[config.mk]
export PLATFORM = sky130hd
export DESIGN_NAME = gcn_ctrl_fsm
export DESIGN_NICKNAME = d
export VERILOG_FILES = /design/src/rtl/gcn_ctrl_fsm.sv
export SDC_FILE = /design/constraint.sdc
export NUM_CORES = 1
export LEC_CHECK = 0
export CELL_PAD_IN_SITES_DETAIL_PLACEMENT = 1
export CELL_PAD_IN_SITES_GLOBAL_PLACEMENT = 2
export CORE_MARGIN = 2
export CORE_UTILIZATION = 18
export DETAILED_ROUTE_END_ITERATION = 8
export PLACE_DENSITY = 0.79
export SLEW_MARGIN = 5
export SYNTH_ARGS = -nofsm -noshare
export SYNTH_HDL_FRONTEND = slang
export SYNTH_SLANG_ARGS = --single-unit
[constraint.sdc]
create_clock -name clk -period 1.3 [get_ports clk]
set_input_delay 0.13 -clock clk [delete_from_list [all_inputs] [get_ports clk]]
set_output_delay 0.13 -clock clk [all_outputs]
set_load 0.01 [all_outputs]
[src/rtl/gcn_ctrl_fsm.sv]
// Control FSM for one GCN layer: sequences the feature x weight product
// pass, then the adjacency pass, then a one-cycle flush for the delayed
// output write, and finally pulses done. Counters live downstream; this
// block only enables them and watches their values for terminal count.
module gcn_ctrl_fsm #(
    parameter int FEATURE_ROWS = 6,
    parameter int WEIGHT_COLS  = 3,
    parameter int FM_WM_CNT_W  = $clog2(WEIGHT_COLS),
    parameter int ADJ_CNT_W    = $clog2(FEATURE_ROWS)
) (
    input  logic                   clk,
    input  logic                   reset,
    input  logic                   start,
    input  logic                   mem_ready,
    input  logic [FM_WM_CNT_W-1:0] fm_wm_count,
    input  logic [ADJ_CNT_W-1:0]   adj_count,
    output logic                   enable_fm_wm_counter,
    output logic                   enable_adj_counter,
    output logic                   fm_wm_write_en,
    output logic                   output_write_en,
    output logic                   busy,
    output logic                   done,
    output logic                   count_err
);

    typedef enum logic [2:0] {
        IDLE  = 3'd0,
        FM_WM = 3'd1,
        ADJ   = 3'd2,
        FLUSH = 3'd3,
        DONE  = 3'd4
    } state_t;

    localparam logic [FM_WM_CNT_W-1:0] FM_WM_LAST = FM_WM_CNT_W'(WEIGHT_COLS - 1);
    localparam logic [ADJ_CNT_W-1:0]   ADJ_LAST   = ADJ_CNT_W'(FEATURE_ROWS - 1);

    state_t state;
    logic   fm_wm_over;
    logic   adj_over;

    // Enables follow state and mem_ready directly so a stall gates them in the same cycle
    always_comb begin
        enable_fm_wm_counter = (state == FM_WM) && mem_ready;
        fm_wm_write_en       = (state == FM_WM) && mem_ready;
        enable_adj_counter   = (state == ADJ) && mem_ready;
        busy                 = (state != IDLE);
        done                 = (state == DONE);
        fm_wm_over           = (state == FM_WM) && (fm_wm_count > FM_WM_LAST);
        adj_over             = (state == ADJ) && (adj_count > ADJ_LAST);
    end

    // State register, delayed output write (read_row lags the adj counter by one cycle) and sticky range error
    always_ff @(posedge clk or posedge reset) begin
        if (reset) begin
            state           <= IDLE;
            output_write_en <= 1'b0;
            count_err       <= 1'b0;
        end else begin
            output_write_en <= enable_adj_counter;
            if (fm_wm_over || adj_over) begin
                count_err <= 1'b1;
            end
            case (state)
                IDLE: begin
                    if (start) begin
                        state     <= FM_WM;
                        count_err <= 1'b0;
                    end
                end
                FM_WM: begin
                    if (mem_ready && (fm_wm_count == FM_WM_LAST)) begin
                        state <= ADJ;
                    end
                end
                ADJ: begin
                    if (mem_ready && (adj_count == ADJ_LAST)) begin
                        state <= FLUSH;
                    end
                end
                FLUSH: state <= DONE;
                DONE:  state <= IDLE;
                default: state <= IDLE;
            endcase
        end
    end

endmodule

==> results.md <==
| Step | Result | Value |
|:---|:---|:---|
| timing | RSZ-0062 raised after global routing | yes |
| logic synthesis | Fraction of the mapped netlist area in adder cells | 0 |
| timing | Final number of setup-violating endpoints | 0 |
| placed design | Number of cells in the design after placement | 66 |
| timing | Tcrit/Tclk final | 0.961 |
| worst setup path | Worst reg2reg startpoint | state[0] |
| logic synthesis | Xor and xnor area share after synthesis | 0 |
| clocking | Number of clock sinks | 5 |
| floorplan | Die width | 43.0 um |
| timing | Slew Limit Fails | 0 |
| detailed routing | DRT antenna net count | 0 |
| final layout | Final Util | 0.355 |
| placed design | RD Place Congestion | 0.753 |
| logic synthesis | Flip-flop and latch count after synthesis | 5 |
| floorplan | Die area | 1850 sq um |
| worst setup path | Type of the worst setup path | flop to output pin |
| floorplan | Height of the chip | 43.0 um |
| worst setup path | Worst setup slack for register-to-register paths | 0.07 ns |
| logic synthesis | Multiplexer share of the synthesized area | 0.0548 |
| final layout | Layout overhead on the synthesized area | 90.4% |
| timing | Setup TNS Final | 0 ns |
| detailed routing | Total iterations of the first detailed-routing run | 3 |
| timing | Final hold viol count | 0 |
| floorplan | I/O pin cnt | 16 |
| global routing | Number of global-route vias before repair | 332 |
| global routing | Largest net degree at the start of global routing | 6 |
| logic synthesis | Fraction of the mapped netlist area in compound gates | 0.201 |
| final layout | Cell Count, Final, Fillers Out | 72 |
| timing | Least-Margin Pin Slew | 0.251 ns |
| detailed routing | DRT Wirelength | 878 um |
| logic synthesis | Basic-gate share of the synthesized area counting and, or, nand and nor cells | 0.178 |
| logic synthesis | Yosys top cell area share | 0.457 |
| worst setup path | Worst Path Max Fanout | 4 |
| timing | Post-route clock skew | 0.00425 ns |
| power | Highest ir drop seen on vdd | 578 uV |
| final layout | Most frequent cells in the layout | sky130_fd_sc_hd__buf_4, sky130_fd_sc_hd__clkdlybuf4s50_1, sky130_fd_sc_hd__inv_1, sky130_fd_sc_hd__dfrtp_1, sky130_fd_sc_hd__buf_2 |
| clocking | Buffer cell driving the clock tree root | sky130_fd_sc_hd__clkbuf_4 |
| clocking | Clock transition at the registers of the reported paths | 0.04 ns |
| placed design | Count of buffers inserted at the top-level ports | 15 |
| clocking | Total CTS buffers | 3 |
| clocking | # H-tree levels | 1 |
| power | Cell leakage power | 0.265 nW |
| floorplan | Initial Utilization | 0.186 |
| final layout | Ant diodes | 0 |
| logic synthesis | Top area cells in the synthesized netlist | sky130_fd_sc_hd__dfrtp_1, sky130_fd_sc_hd__inv_1, sky130_fd_sc_hd__mux2_4 |
| worst setup path | Number of cells on the worst reg-to-reg path | 4 |
| global routing | Wire length of the first global-routing pass | 1.44 mm |
| worst setup path | CP endpoint kind | output pin |
| hold path | HP Class | primary input to asynchronous set/reset pin |
| logic synthesis | Count of synthesis-stage warnings from yosys | 0 |
| placed design | Dpl hpwl | 695 um |
| global routing | Total gr overflow | 0 |
| logic synthesis | Combinational family with the most area after synthesis | compound AO/OA/AOI/OAI gates |
| timing | Fmax achieved | 800 MHz |
| clocking | Clock insertion delay at the later pin of the skew report | 0.24 ns |
| job | Max-cap violations | 0 |
| clocking | Clock Path Buffers | 2 |
| worst setup path | Startpoint type of the worst setup path | flop |
| detailed routing | Residual DRC count | 0 |
| global routing | Number of antenna violations at the first check in global routing | 0 |
| detailed routing | DR iter-0 viols | 3 |
| global routing | Aggregate global-route resource usage | 0.108 |
| floorplan | Core area | 1470 sq um |
| floorplan | Rows | 14 |
| worst setup path | Endpoint of the lowest-slack register-to-register path | state[0] |
| logic synthesis | Seq/Total Area, Yosys | 0.457 |
| logic synthesis | Cell accounting for the most synthesized area | sky130_fd_sc_hd__dfrtp_1 |
| detailed routing | Via count | 321 |
| power | Power density cells | 1760 nW/um^2 |
| worst setup path | Arr. time, crit path | 1.12 ns |
| timing | Final hold slack | 0.0910 ns |
| logic synthesis | Synthesized instance count | 28 |
| logic synthesis | Count of different cell masters after synthesis | 19 |
| clocking | CTS tree | yes |
| logic synthesis | Avg Cell Area, Syn | 9.79 sq um |
| status | Outcome | finished clean |
| logic synthesis | Post-Syn Nets | 37 |
| timing | Worst slew margin relative to its limit | 0.832 |
| timing | Final critical path time including I/O delays and setup | 1.25 ns |
| final layout | Most common cell after layout, fill and taps aside | sky130_fd_sc_hd__buf_4 |
| final layout | Layout cell share with drive strength beyond 1 | 0.411 |
| detailed routing | Routed vias/inst | 4.46 |
| worst setup path | Critical path data required time | 1.17 ns |
| final layout | Number of nets in the finished design | 66 |
| logic synthesis | Total standard cell area after synthesis | 274 sq um |
| detailed routing | Per-cell routed wire length | 12.2 um |
[report_power, final]
group | internal [W] | leakage [nW] | switching [W]
registers | 0.000200 | 0.0627 | 0.0000338
clock network | 0.000116 | 0.0150 | 0.0000631
logic | 0.000281 | 0.187 | 0.000223
total | 0.000596 | 0.265 | 0.000320
[flip-flops by register name, summed over array words and instances (netlist names)]
signal and count:
output_write_en 1, state 3, count_err 1
[final cells by class]
type,count,area (sq um)
multi-input cells,16,125
repair buffers,25,203
inverters,6,22.5
flip-flops and latches,5,125
well taps,16,20.0
clock buffers,4,26.3
fillers,184,950
[worst max path at each step]
stage	slack, ns	start	to	cells after the start
after detailed placement	-0.21	mem_ready	enable_adj_counter	3
after global routing	-0.001	state[2]	enable_fm_wm_counter	3
after global placement	-0.19	mem_ready	enable_adj_counter	3
final	0.05	state[0]	done	3
after CTS	0.02	count_err	count_err	1
after floorplan	0.27	state[0]	state[0]	3
[what timing repair did]
| item | in CTS | in global routing |
|---|---|---|
| cloned | 0 | 0 |
| setup endpoints to repair | 6 | 3 |
| pin swaps | 0 | 1 |
| setup buffers | 2 | 0 |
| gates resized for setup | 22 | 1 |
| hold buffers | 0 | 0 |
[worst max-delay path, cell delays in order (launching register included)]
cell and delay (ns):
sky130_fd_sc_hd__dfrtp_1 0.39, sky130_fd_sc_hd__buf_4 0.16, sky130_fd_sc_hd__nor3_1 0.17, sky130_fd_sc_hd__buf_2 0.15
[routing by layer]
metal	GRT usage	vias to the layer above	part of all wire
li1	-	157	-
met1	0.121	151	0.45
met2	0.158	13	0.48
met3	0.0638	0	0.071
met4	0.0606	0	0
met5	0	-	0
[stage by stage]
stage	total power (W)	setup slack, ns	cell area [sq um]
floorplan	0.000445	0.268	274
global placement	0.000726	-0.188	497
detailed placement	0.000725	-0.207	497
CTS	0.000931	0.0213	519
global route	0.000979	-0.000984	522
finish	0.000916	0.0501	522
[kinds of logic after synthesis]
kind of cell / count (synthesis)
muxes: 1
and+or+nand+nor: 8
DFF: 5
AOI/OAI and AO/OA: 7
buffers and inverters: 7
[cell usage after synthesis (all sizes together)]
cell	number
nand4b	1
o21ai	1
a41o	1
nand2	1
o22ai	1
inv	6
mux2	1
nor3	2
o211a	1
a211oi	1
a311oi	1
and4	1
and3	1
nor2	2
buf	1
dfrtp	5
o31ai	1
Power figures use the tool's default switching activity.
